## config.mk

```make
export PLATFORM = sky130hd
export DESIGN_NAME = mem_lsu
export DESIGN_NICKNAME = d
export VERILOG_FILES = /design/src/rtl/mem_lsu_pkg.sv /design/src/rtl/mem_load_align.sv /design/src/rtl/mem_lsu.sv
export SDC_FILE = /design/constraint.sdc
export NUM_CORES = 1
export LEC_CHECK = 0
export BUFFER_PORTS_ARGS = -buffer_cell sky130_fd_sc_hd__buf_2
export CORE_UTILIZATION = 50
export CTS_CLUSTER_SIZE = 8
export DETAILED_ROUTE_END_ITERATION = 12
export PLACE_DENSITY = 0.86
export SLEW_MARGIN = 20
export SYNTH_ARGS = -nofsm -noshare
export SYNTH_HDL_FRONTEND = slang
export SYNTH_SLANG_ARGS = --single-unit
```

## constraint.sdc

```tcl
create_clock -name clk -period 4.6 [get_ports clk]
set_input_delay 0.92 -clock clk [delete_from_list [all_inputs] [get_ports clk]]
set_output_delay 0.92 -clock clk [all_outputs]
set_load 0.01 [all_outputs]
```

## src/rtl/mem_lsu_pkg.sv

```systemverilog
// Shared opcodes, FSM encodings and bus widths for the MEM-stage load/store unit.
package mem_lsu_pkg;

  localparam int ByteSelBus = 4;

  localparam logic [7:0] EXE_LB_OP  = 8'b1110_0000;
  localparam logic [7:0] EXE_LBU_OP = 8'b1110_0100;
  localparam logic [7:0] EXE_LH_OP  = 8'b1110_0001;
  localparam logic [7:0] EXE_LHU_OP = 8'b1110_0101;
  localparam logic [7:0] EXE_LW_OP  = 8'b1110_0011;
  localparam logic [7:0] EXE_SB_OP  = 8'b1110_1000;
  localparam logic [7:0] EXE_SH_OP  = 8'b1110_1001;
  localparam logic [7:0] EXE_SW_OP  = 8'b1110_1011;

  typedef enum logic [1:0] {
    ST_IDLE = 2'b00,
    ST_BUS  = 2'b01,
    ST_DONE = 2'b10
  } lsu_state_e;

  function automatic logic is_load_op(input logic [7:0] op);
    return (op == EXE_LB_OP) || (op == EXE_LBU_OP) || (op == EXE_LH_OP) ||
           (op == EXE_LHU_OP) || (op == EXE_LW_OP);
  endfunction

  function automatic logic is_store_op(input logic [7:0] op);
    return (op == EXE_SB_OP) || (op == EXE_SH_OP) || (op == EXE_SW_OP);
  endfunction

endpackage

```

## src/rtl/mem_load_align.sv

```systemverilog
// Load-data formatter: picks the addressed big-endian byte/halfword from the
// latched bus word and sign- or zero-extends it according to the load opcode.
module mem_load_align
  import mem_lsu_pkg::*;
(
  input  logic [31:0] i_word,
  input  logic [1:0]  i_addr_lo,
  input  logic [7:0]  i_aluop,
  output logic [31:0] o_data
);

  logic [7:0]  w_byte;
  logic [15:0] w_half;

  // Byte at offset 0 lives in the most significant lane.
  always_comb begin
    w_byte = 8'h00;
    case (i_addr_lo)
      2'd0:    w_byte = i_word[31:24];
      2'd1:    w_byte = i_word[23:16];
      2'd2:    w_byte = i_word[15:8];
      default: w_byte = i_word[7:0];
    endcase
    w_half = i_addr_lo[1] ? i_word[15:0] : i_word[31:16];
  end

  always_comb begin
    o_data = i_word;
    case (i_aluop)
      EXE_LB_OP:  o_data = {{24{w_byte[7]}}, w_byte};
      EXE_LBU_OP: o_data = {24'h000000, w_byte};
      EXE_LH_OP:  o_data = {{16{w_half[15]}}, w_half};
      EXE_LHU_OP: o_data = {16'h0000, w_half};
      default:    o_data = i_word;
    endcase
  end

endmodule

```

## src/rtl/mem_lsu.sv

```systemverilog
// MEM-stage load/store unit: data-bus handshake, lane select, misalign detect.
// Optional ack watchdog enabled by defining MEM_BUS_TIMEOUT_EN.
//
// state | meaning
// IDLE  | pass-through; launches aligned memory ops onto the bus
// BUS   | request held stable until dbus_ack (or watchdog expiry)
// DONE  | one cycle delivering the load result / retiring the store
module mem_lsu
  import mem_lsu_pkg::*;
#(
  parameter int TIMEOUT_CYCLES = 255
) (
  input  logic                  clk,
  input  logic                  rst,
  input  logic [4:0]            mem_wd_i,
  input  logic                  mem_wreg_i,
  input  logic [31:0]           mem_wdata_i,
  input  logic [7:0]            mem_aluop_i,
  input  logic [31:0]           mem_addr_i,
  input  logic [31:0]           mem_reg2_i,
  output logic [4:0]            mem_wd,
  output logic                  mem_wreg,
  output logic [31:0]           mem_wdata,
  output logic                  stallreq,
  output logic                  excp_misalign,
  output logic                  bus_err,
  output logic                  dbus_req,
  output logic                  dbus_we,
  output logic [31:0]           dbus_addr,
  output logic [ByteSelBus-1:0] dbus_sel,
  output logic [31:0]           dbus_wdata,
  input  logic                  dbus_ack,
  input  logic [31:0]           dbus_rdata
);

  lsu_state_e r_state;
  logic [31:0] r_rdata;
  logic        r_bus_err;

  logic                  w_load;
  logic                  w_store;
  logic                  w_mem;
  logic                  w_misalign;
  logic                  w_go;
  logic [ByteSelBus-1:0] w_sel;
  logic [31:0]           w_wdata;
  logic [31:0]           w_load_data;

  always_comb begin
    w_misalign = 1'b0;
    w_sel      = 4'b1111;
    w_wdata    = mem_reg2_i;
    case (mem_aluop_i)
      EXE_LB_OP, EXE_LBU_OP, EXE_SB_OP: begin
        w_sel   = 4'b1000 >> mem_addr_i[1:0];
        w_wdata = {4{mem_reg2_i[7:0]}};
      end
      EXE_LH_OP, EXE_LHU_OP, EXE_SH_OP: begin
        w_misalign = mem_addr_i[0];
        w_sel      = mem_addr_i[1] ? 4'b0011 : 4'b1100;
        w_wdata    = {2{mem_reg2_i[15:0]}};
      end
      EXE_LW_OP, EXE_SW_OP: begin
        w_misalign = |mem_addr_i[1:0];
      end
      default: ;
    endcase
  end

  assign w_load  = is_load_op(mem_aluop_i);
  assign w_store = is_store_op(mem_aluop_i);
  assign w_mem   = w_load | w_store;
  assign w_go    = w_mem & ~w_misalign;

  mem_load_align u_align (
    .i_word    (r_rdata),
    .i_addr_lo (mem_addr_i[1:0]),
    .i_aluop   (mem_aluop_i),
    .o_data    (w_load_data)
  );

`ifdef MEM_BUS_TIMEOUT_EN
  localparam int CNT_W = ($clog2(TIMEOUT_CYCLES + 1) > 8) ? $clog2(TIMEOUT_CYCLES + 1) : 8;
  logic [CNT_W-1:0] r_tmo_cnt;
  logic [CNT_W-1:0] w_tmo_nxt;
  logic             w_tmo_hit;

  assign w_tmo_nxt = r_tmo_cnt + 1'b1;
  assign w_tmo_hit = (w_tmo_nxt == TIMEOUT_CYCLES[CNT_W-1:0]);
`else
  logic w_unused_tmo;
  assign w_unused_tmo = (TIMEOUT_CYCLES == 0);
`endif

  always_ff @(posedge clk) begin
    if (rst) begin
      r_state    <= ST_IDLE;
      r_rdata    <= 32'h0;
      r_bus_err  <= 1'b0;
      dbus_req   <= 1'b0;
      dbus_we    <= 1'b0;
      dbus_addr  <= 32'h0;
      dbus_sel   <= '0;
      dbus_wdata <= 32'h0;
`ifdef MEM_BUS_TIMEOUT_EN
      r_tmo_cnt  <= '0;
`endif
    end else begin
      case (r_state)
        ST_IDLE: begin
          r_bus_err <= 1'b0;
          if (w_go) begin
            r_state    <= ST_BUS;
            dbus_req   <= 1'b1;
            dbus_we    <= w_store;
            dbus_addr  <= {mem_addr_i[31:2], 2'b00};
            dbus_sel   <= w_sel;
            dbus_wdata <= w_wdata;
`ifdef MEM_BUS_TIMEOUT_EN
            r_tmo_cnt  <= '0;
`endif
          end
        end
        ST_BUS: begin
          if (dbus_ack) begin
            r_rdata  <= dbus_rdata;
            dbus_req <= 1'b0;
            dbus_we  <= 1'b0;
            r_state  <= ST_DONE;
          end
`ifdef MEM_BUS_TIMEOUT_EN
          else if (w_tmo_hit) begin
            dbus_req  <= 1'b0;
            dbus_we   <= 1'b0;
            r_bus_err <= 1'b1;
            r_state   <= ST_DONE;
          end else begin
            r_tmo_cnt <= w_tmo_nxt;
          end
`endif
        end
        ST_DONE: begin
          r_bus_err <= 1'b0;
          r_state   <= ST_IDLE;
        end
        default: r_state <= ST_IDLE;
      endcase
    end
  end

  assign bus_err = r_bus_err;

  // Memory ops never write back before DONE; aborted loads never write back.
  always_comb begin
    mem_wd        = mem_wd_i;
    mem_wreg      = mem_wreg_i;
    mem_wdata     = mem_wdata_i;
    stallreq      = 1'b0;
    excp_misalign = 1'b0;
    case (r_state)
      ST_IDLE: begin
        if (w_mem) begin
          mem_wreg      = 1'b0;
          stallreq      = ~w_misalign;
          excp_misalign = w_misalign;
        end
      end
      ST_BUS: begin
        mem_wreg = 1'b0;
        stallreq = 1'b1;
      end
      ST_DONE: begin
        if (w_load && !r_bus_err) begin
          mem_wdata = w_load_data;
        end else begin
          mem_wreg = 1'b0;
        end
      end
      default: ;
    endcase
  end

endmodule

```

==> out/results.tsv, run 1 <==
metric	value	unit
syn_inst	664	
timing_worst_setup_path_type	primary input to output port	
grt_overflow	0	
pre_cts_ws	0.941	ns
die_height	104	um
post_cts.resized_instances	0	
grt_first_pass_wirelength	26.8	mm
post_synth_instance_area	5240	um^2
grtUsageTotal	30.2	%
synth.area.top_cells	dfxtp_1, a21oi_1, nand2_1	
status	finished clean	
design.core.area	9950	um^2
via_count	5835	
critPathRequiredTime	3.68	ns
detailed_route_drc_error_count	0	
route.met3.wl	1.48	mm
critical-path-top-delay-family	buffers and inverters	
ir_drop	0.193	mV
areaGrowthSynthToFinish	24.2	%
arrival	2.82	ns
fin_tns_setup	0	ns
layout.nets	997	
cts_setup_buffers	0	
ys_types	54	
synth.most_common_cell	nand2_1	
root_driver	clkbuf_8	
setup_repair_after_global_routing_missed_its_margin	no	
wl_met2	8.06	mm
hold_buffers	0	
gp_congestion	0.954	
cts_tree	built	
netlist_top_cells_count	nand2_1, a21oi_1, dfxtp_1	
pin_count_of_the_biggest_net_entering_global_routing	104	
relSlewSlack	27.1	%
hold_viol	0	
startpoint_type	primary input	
setup_violations	0	
rr_startpoint	r_state[0]$_SDFFE_PP0P_	
routed.top_layer	met5	
critPathMostFrequentCell	buf_2	
start_util	52.6	%
clock_tree.buffer_depth	2	
synth_enable_flop_cells	0	
dieArea	10900	um^2
total_power	1690	uW
p_leak	0.00275	uW
chipWidth	104	um
post_drt_via_cell_ratio	5.88	
number_of_drc_markers_in_iteration_0	512	
place_hpwl	11.9	mm
cap_violations	0	
route.antenna.remaining_nets	0	
slowest_stage_delay_cp	0.62	ns
cp-end-kind	output port	
number_of_antenna_violations_at_the_first_check_in_global_routing	3	
finalWorstSetupSlack	0.865	ns
yosysSeqAreaShare	39.0	%
timing.critical_path.buf_inv	3	
dominant_register_cell_in_the_synthesized_netlist	dfxtp_1	
detailedRoute.firstPassIterationCount	5	
layout-drive-gt1-share	32.8	%
crit_path_cell_trace	buf_2 > clkinv_1 > nor4b_4 > a22oi_1 > a31oi_1 > buf_2	
clk_pin_slew	0.10	ns
synthArstFlopShare	0	%
rows	36	
post_drt_wl_per_cell	17.2	um
finalCoreUtilization	65.3	%
finalWorstPathRequiredPeriod	3.74	ns
insertion_delay	0.36	ns
route.final.wire_length	17.1	mm
finalClockSkew	0.0118	ns
crit_path_launch	mem_aluop_i[0]	
grt_pass1_vias	5275	
min-delay-start	dbus_req$_SDFFE_PP0P_	
clock-sinks	102	
synthesis.area_per_instance	7.88	um^2
synth_top_area_cell	dfxtp_1	
finalMaxSlewViolations	0	
ios	256	
crit_fanout	18	
yosys.area.top_type_share	39.0	%
worstMarginPinSlew	1.09	ns
critical-path-slowest-cell	nor4b_4	
ys.warnings.count	0	
post-route-period-util	81.2	%
cts-buffers-inserted	9	
fmax	268	MHz
detailed_routing_wirelength_on_met1	7.10	mm
power-per-cell-area	260	nW/um^2
portBuffers	242	
hp-class	flip-flop to flip-flop	
synth-seq-cells	102	
htree_num_levels	3	
[worst reg2reg max path, delay by kind of cell (launching register included)]
kind / cells / cell delay (ns)
flops: 1 / 0.35
compound gates: 1 / 0.18
buf+inv: 1 / 0.46
simple gates: 3 / 1.07
[state kept, by name, summed over array words and instances, names as in the netlist]
name        cells
dbus_req        1
r_rdata        32
r_state         2
dbus_sel        4
dbus_wdata     32
dbus_we         1
dbus_addr      30
[final timing paths]
kind / endpoint / slack (ns) / depth (start not counted)
setup / recovery: mem_wdata[11] / 0.86 / 6
hold / removal: dbus_req$_SDFFE_PP0P_ / 0.46 / 2
setup reg to reg: dbus_addr[3]$_SDFFE_PP0P_ / 2.45 / 5
hold reg to reg: dbus_req$_SDFFE_PP0P_ / 0.46 / 2
[cell families (layout without fill, tap and decap cells)]
group	count (synthesis)	count (layout)	share of synthesized area, %
AO/OA/AOI/OAI	235	235	27.2
AND/OR/NAND/NOR	217	217	19.6
flip-flops	102	102	39.0
buffers and inverters	77	268	7.79
multiplexers	32	32	6.36
other	1	5	0.0716
[per-layer routing]
layer / up-vias / GRT usage [%]
met3: 34 / 6.52
met5: - / 0
met4: 2 / 11.9
met2: 306 / 46.6
li1: 2769 / -
met1: 2724 / 41.0
[cell type report]
class / count / area, um^2
clock buffers: 11 / 131
inverters: 3 / 11.3
multi-input cells: 487 / 2810
clock inverters: 5 / 58.8
fillers: 926 / 3450
well taps: 133 / 166
diodes: 2 / 5.00
repair buffers: 249 / 1280
flip-flops and latches: 102 / 2040
[where the power goes]
| part | internal (uW) | leakage, uW | switching [uW] | total [uW] |
|---|---|---|---|---|
| Combinational | 95.4 | 0.00184 | 137 | 232 |
| Sequential | 892 | 0.000823 | 5.25 | 897 |
| Clock | 254 | 0.0000900 | 308 | 561 |
[layout by cell type (no fill, tap or decap), drive strengths merged, types with 2 or more instances in the layout]
| cell | count |
|---|---|
| a211oi | 9 |
| a21oi | 103 |
| a221o | 7 |
| a22oi | 8 |
| a311oi | 11 |
| a31oi | 25 |
| and2 | 2 |
| and3 | 7 |
| buf | 249 |
| clkbuf | 11 |
| clkinv | 2 |
| clkinvlp | 2 |
| conb | 3 |
| dfxtp | 102 |
| diode | 2 |
| inv | 3 |
| mux2i | 31 |
| nand2 | 106 |
| nand2b | 4 |
| nand3 | 49 |
| nand3b | 2 |
| nand4 | 2 |
| nand4b | 3 |
| nor2 | 32 |
| o2111ai | 8 |
| o21ai | 51 |
| o22ai | 7 |
| or2 | 3 |
[per-stage QoR]
step / hold WS (ns) / area, um^2 / cells
after CTS: 0.466 / 6500 / 990
after floorplan: 0.445 / 5240 / 666
after global routing: 0.478 / 6500 / 991
after detailed placement: 0.450 / 6310 / 974
after global placement: 0.441 / 6300 / 974
final: 0.463 / 6500 / 992
Power figures use the tool's default switching activity.
==> run 2, diff against run 1 <==
--- a/config.mk
+++ b/config.mk
@@ -5,11 +5,12 @@
 export SDC_FILE = /design/constraint.sdc
 export NUM_CORES = 1
 export LEC_CHECK = 0
+export ABC_AREA = 1
 export BUFFER_PORTS_ARGS = -buffer_cell sky130_fd_sc_hd__buf_2
-export CORE_UTILIZATION = 50
+export CORE_UTILIZATION = 42
 export CTS_CLUSTER_SIZE = 8
 export DETAILED_ROUTE_END_ITERATION = 12
-export PLACE_DENSITY = 0.86
+export PLACE_DENSITY = 0.77
 export SLEW_MARGIN = 20
 export SYNTH_ARGS = -nofsm -noshare
 export SYNTH_HDL_FRONTEND = slang
==> constraint.sdc (replaced) <==
create_clock -name clk -period 3 [get_ports clk]
set_input_delay 0.6 -clock clk [delete_from_list [all_inputs] [get_ports clk]]
set_output_delay 0.6 -clock clk [all_outputs]
set_load 0.01 [all_outputs]
==> out/results.tsv, run 2 <==
metric	value	unit
status	finished clean	
crit_path_cell_trace	buf_2 > inv_1 > nand2_2 > nor2_8 > nand2_2 > nand2_4 > buf_4 > o21ai_0 > o21ai_0 > nand2_1 > buf_2	
combPwrFrac	12.6	%
place_hpwl	12.1	mm
finalClockSkew	0.00690	ns
timing_worst_setup_path_type	primary input to output port	
die_height	114	um
highest_count_cells_in_the_layout_ignoring_fill_and_taps	buf_2, nor2_1, o21ai_0, dfxtp_1, nand2_1	
critical-path-slowest-cell	buf_4	
portBuffers	242	
post_synth_instance_area	5280	um^2
pre_cts_ws	0.175	ns
synth-seq-cells	102	
synth.area.top_cells	dfxtp_1, o21ai_0, nor2_1	
synth.most_common_cell	nor2_1	
clk_pin_slew	0.08	ns
largestRegisters	dbus_wdata: 32 flops, r_rdata: 32 flops, dbus_addr: 30 flops	
ys.warnings.count	0	
rr_startpoint	r_state[0]$_SDFFE_PP0P_	
grt_overflow	0	
dieArea	13000	um^2
min-delay-start	dbus_we$_SDFFE_PP0P_	
setup_violations	0	
layout.nets	1152	
number_of_drc_markers_in_iteration_0	459	
synth_enable_flop_cells	0	
hold_end	dbus_we$_SDFFE_PP0P_	
detailedRoute.firstPassIterationCount	5	
netlist_top_cells_count	nor2_1, o21ai_0, dfxtp_1	
internal_power	2140	uW
layout_commonest_cell	buf_2	
finalMaxSlewViolations	0	
slowest_stage_delay_cp	0.31	ns
hold_buffers	0	
post-route-period-util	93.1	%
hp-class	flip-flop to flip-flop	
pin_count_of_the_biggest_net_entering_global_routing	66	
cts-buffers-inserted	9	
setup.reg_to_reg.worst_slack	0.87	ns
fmax	358	MHz
fin_tns_setup	0	ns
syn_inst	795	
critPathRequiredTime	2.40	ns
worstMarginPinSlew	1.09	ns
swShare	27.2	%
chipWidth	114	um
power_frac_clock	39.8	%
layout-drive-gt1-share	29.4	%
power.share.sequential	47.6	%
post_drt_via_cell_ratio	4.99	
cap_violations	0	
rows	40	
clock_tree.buffer_depth	2	
yosysSeqAreaShare	38.7	%
route.final.wire_length	16.6	mm
cts_tree	built	
relSlewSlack	27.2	%
ir_drop	0.317	mV
htree_num_levels	3	
post_drt_wl_per_cell	14.1	um
dominant_register_cell_in_the_synthesized_netlist	dfxtp_1	
layout.cell_area.non_filler	6820	um^2
power_switching	798	uW
insertion_delay	0.34	ns
route.antenna.remaining_nets	0	
cp-end-kind	output port	
grtUsageTotal	24.9	%
grt_pass1_vias	5200	
detailed_route_drc_error_count	0	
whs_path_depth	2	
via_count	5891	
finalCoreUtilization	56.3	%
gp_congestion	0.900	
dpl_cell_area	6510	um^2
areaGrowthSynthToFinish	29.1	%
ff2ff_path_depth	5	
startpoint_type	primary input	
arrival	2.19	ns
ys_types	36	
root_driver	clkbuf_16	
grt_first_pass_wirelength	25.5	mm
synthArstFlopShare	0	%
p_leak	0.00332	uW
start_util	43.6	%
worst_r2r_endpoint	r_rdata[4]$_SDFFE_PP0P_	
number_of_antenna_violations_at_the_first_check_in_global_routing	1	
hold_viol	0	
crit_fanout	30	
yosys.area.top_type_share	38.7	%
setup_repair_after_global_routing_missed_its_margin	no	
finalWorstPathRequiredPeriod	2.79	ns
ios	256	
synth_top_area_cell	dfxtp_1	
synthesis.area_per_instance	6.64	um^2
design.core.area	12100	um^2
clock-sinks	102	
power-per-cell-area	430	nW/um^2
filler_cell_count	1244	
total_power	2930	uW
finalWorstSetupSlack	0.206	ns
## run 2: changes by cell type in the layout (fill, tap and decap cells not counted), sizes merged, moves of 17 or more
cell   previous run  this run
a31oi            25         0
nor3              1        19
o21ai            51       141
nor2             32       159
a21oi           103        86
mux2i            31         0
inv               3        84
nand3            49         6
## run 2: logic make-up (layout without fill, tap and decap cells)
family / after synthesis / after routing / share of synthesized area, %
AND/OR/NAND/NOR: 295 / 295 / 23.1
AO/OA/AOI/OAI: 259 / 259 / 26.2
buffers and inverters: 138 / 353 / 12.1
flip-flops: 102 / 102 / 38.7
other: 1 / 4 / 0.0710
## run 2: layer usage
layer | track usage (%) | vias to the layer above | share of wire [%] | wire length [um]
met4 | 10.9 | 0 | 2.7 | 447
met1 | 29.8 | 2608 | 41 | 6830
met5 | 0 | - | 0 | 0
li1 | - | 3011 | - | -
met2 | 42.5 | 241 | 48 | 8030
met3 | 6.09 | 31 | 7.9 | 1310
## run 2: timing repair
item	in CTS	in global routing
setup endpoints to repair	0	16
hold endpoints to repair	0	0
setup buffers	0	0
gates resized for setup	0	2
## run 2: worst max-delay path by stage
stage | from | end | cells past startpoint
floorplan | mem_aluop_i[4] | mem_wdata[5] | 12
global placement | mem_addr_i[1] | mem_wdata[30] | 9
detailed placement | mem_addr_i[1] | mem_wdata[30] | 9
CTS | mem_addr_i[1] | mem_wdata[30] | 9
global route | mem_addr_i[1] | mem_wdata[23] | 10
finish | mem_aluop_i[4] | mem_wdata[15] | 11
## run 2: worst max-delay path: cells and delay by family
kind	cells	cell delay, ns
compound gates	2	0.47
buf+inv	4	0.59
simple gates	5	0.50
## run 2: layout make-up
class                   instances  area (um^2)  area share (%)
flip-flops and latches        102         2040            29.9
repair buffers                255         1340            19.6
well taps                     168          210            3.08
clock buffers                   9          225            3.30
clock inverters                 7         77.6            1.14
diodes                          1         2.50          0.0367
inverters                      82          310            4.55
multi-input cells             557         2610            38.3
## run 2: power groups by stage
| stage | combinational [uW] | sequential, uW | clock, uW |
|---|---|---|---|
| global route | 410 | 1400 | 1250 |
| finish | 369 | 1400 | 1170 |
| floorplan | 186 | 1440 | 0 |
| detailed placement | 368 | 1430 | 0 |
| global placement | 366 | 1430 | 0 |
| CTS | 369 | 1400 | 1190 |
## run 2: stage by stage
| stage | instances | hold slack (ns) |
|---|---|---|
| after global routing | 1180 | 0.497 |
| final | 1181 | 0.465 |
| after global placement | 1164 | 0.448 |
| after floorplan | 797 | 0.439 |
| after detailed placement | 1164 | 0.452 |
| after CTS | 1180 | 0.464 |
==> run 3, diff against run 2 <==
--- a/config.mk
+++ b/config.mk
@@ -7,10 +7,13 @@
 export LEC_CHECK = 0
 export ABC_AREA = 1
 export BUFFER_PORTS_ARGS = -buffer_cell sky130_fd_sc_hd__buf_2
-export CORE_UTILIZATION = 42
+export CELL_PAD_IN_SITES_DETAIL_PLACEMENT = 2
+export CELL_PAD_IN_SITES_GLOBAL_PLACEMENT = 2
+export CORE_UTILIZATION = 21
 export CTS_CLUSTER_SIZE = 8
 export DETAILED_ROUTE_END_ITERATION = 12
-export PLACE_DENSITY = 0.77
+export GPL_TIMING_DRIVEN = 0
+export PLACE_DENSITY_LB_ADDON = 0.1
 export SLEW_MARGIN = 20
 export SYNTH_ARGS = -nofsm -noshare
 export SYNTH_HDL_FRONTEND = slang
==> out/results.tsv, run 3 (synthesis gave the netlist of run 2 again) <==
metric	value	unit
status	finished clean	
finalWorstPathRequiredPeriod	2.94	ns
route.antenna.remaining_nets	0	
cts_tree	built	
critPathRequiredTime	2.40	ns
setup_repair_after_global_routing_missed_its_margin	yes	
worstMarginPinSlew	0.652	ns
insertion_delay	0.36	ns
gp_congestion	0.770	
highest_count_cells_in_the_layout_ignoring_fill_and_taps	buf_2, nor2_1, o21ai_0, dfxtp_1, nand2_1	
dieArea	25800	um^2
portBuffers	246	
fmax	340	MHz
pin_count_of_the_biggest_net_entering_global_routing	22	
areaGrowthSynthToFinish	39.0	%
die_height	161	um
setup_violations	0	
arrival	2.34	ns
relSlewSlack	56.6	%
grt_first_pass_wirelength	37.9	mm
detailed_route_drc_error_count	0	
cap_violations	0	
instances_no_fill	1386	
dp.cells	1367	
critical-path-slowest-cell	o31ai_2	
finalCoreUtilization	30.0	%
hold_ws	0.474	ns
clock_tree.buffer_depth	2	
post_drt_via_cell_ratio	4.52	
layout.nets	1202	
chipWidth	161	um
ios	256	
startpoint_type	primary input	
timing_worst_setup_path_type	primary input to output port	
design.core.area	24500	um^2
largestRegisters	dbus_wdata: 32 flops, r_rdata: 32 flops, dbus_addr: 30 flops	
grtUsageTotal	19.1	%
post-route-period-util	97.9	%
ir_drop	0.235	mV
critPathMostFrequentCell	buf_6	
place_hpwl	19.5	mm
clock-sinks	102	
finalClockSkew	0.00776	ns
p_leak	0.00351	uW
detailedRoute.firstPassIterationCount	4	
route.final.wire_length	24.4	mm
root_driver	clkbuf_16	
finalMaxSlewViolations	0	
clk_pin_slew	0.08	ns
crit_fanout	10	
via_count	6262	
grt_overflow	0	
start_util	21.6	%
post_drt_wl_per_cell	17.6	um
hp-class	flip-flop to flip-flop	
cp-end-kind	output port	
crit_path_cell_trace	buf_2 > inv_1 > nand2_2 > nor2_8 > nand2_2 > buf_6 > nand2_4 > inv_4 > nand2_4 > nand3_4 > buf_6 > buf_6 > o31ai_2 > buf_2	
n_antenna_cell	0	
number_of_drc_markers_in_iteration_0	187	
htree_num_levels	3	
grt_pass1_vias	6620	
number_of_antenna_violations_at_the_first_check_in_global_routing	1	
slowest_stage_delay_cp	0.23	ns
dpl_cell_area	6930	um^2
cts-buffers-inserted	9	
rows	57	
layout_commonest_cell	buf_2	
layout-drive-gt1-share	31.5	%
layout.cell_area.non_filler	7340	um^2
hold_viol	0	
power-per-cell-area	427	nW/um^2
## run 3: cell count changes in the layout (fill, tap and decap cells not counted), sizes merged
cell | before | now
buf | 254 | 281
bufinv | 0 | 1
diode | 1 | 0
inv | 84 | 83
clkbuf | 10 | 33
## run 3: per-stage QoR
step,TNS [ns],worst slack (ns),power [uW]
global placement,-0.368,-0.0803,1840
global route,-0.0364,-0.0364,3290
detailed placement,-0.640,-0.114,1850
floorplan,0,0.504,1630
CTS,0,0.00870,3190
finish,0,0.0622,3140
## run 3: final timing paths
path / from / endpoint / slack [ns] / depth (start not counted)
setup / recovery: mem_aluop_i[4] / mem_wdata[5] / 0.06 / 14
hold / removal: dbus_req$_SDFFE_PP0P_ / dbus_req$_SDFFE_PP0P_ / 0.47 / 2
setup reg to reg: r_state[1]$_SDFFE_PP0P_ / r_rdata[2]$_SDFFE_PP0P_ / 1.02 / 6
hold reg to reg: dbus_req$_SDFFE_PP0P_ / dbus_req$_SDFFE_PP0P_ / 0.47 / 2
## run 3: area by class of cell
| class | instances | area, um^2 |
|---|---|---|
| fillers | 3048 | 17100 |
| multi-input cells | 557 | 2650 |
| flip-flops and latches | 102 | 2040 |
| repair buffers | 249 | 1250 |
| well taps | 324 | 405 |
| plain buffers | 56 | 338 |
| inverters | 82 | 317 |
| clock buffers | 9 | 225 |
| clock inverters | 7 | 113 |
## run 3: critical path, delay by kind of cell
| kind | cells | cell delay, ns |
|---|---|---|
| buffers and inverters | 7 | 0.89 |
| AND/OR/NAND/NOR | 6 | 0.60 |
| AO/OA/AOI/OAI | 1 | 0.23 |
## run 3: layer usage
| metal | routed length [um] | global-route usage (%) |
|---|---|---|
| met2 | 12300 | 34.3 |
| met1 | 10500 | 23.0 |
| met4 | 286 | 4.37 |
| met5 | 13 | 0 |
| met3 | 1330 | 4.42 |
## run 3: power breakdown
group | internal [uW] | switching, uW | total [uW]
Clock | 684 | 640 | 1320
Sequential | 1380 | 15.8 | 1400
Combinational | 175 | 239 | 414
## run 3: timing repair
| item | in CTS | in global routing |
|---|---|---|
| pin swaps | 2 | 1 |
| endpoints found under the setup margin | 16 | 30 |
| setup buffers | 3 | 0 |
| gates cloned | 0 | 0 |
| hold buffers | 0 | 0 |
| gates resized for setup | 3 | 17 |
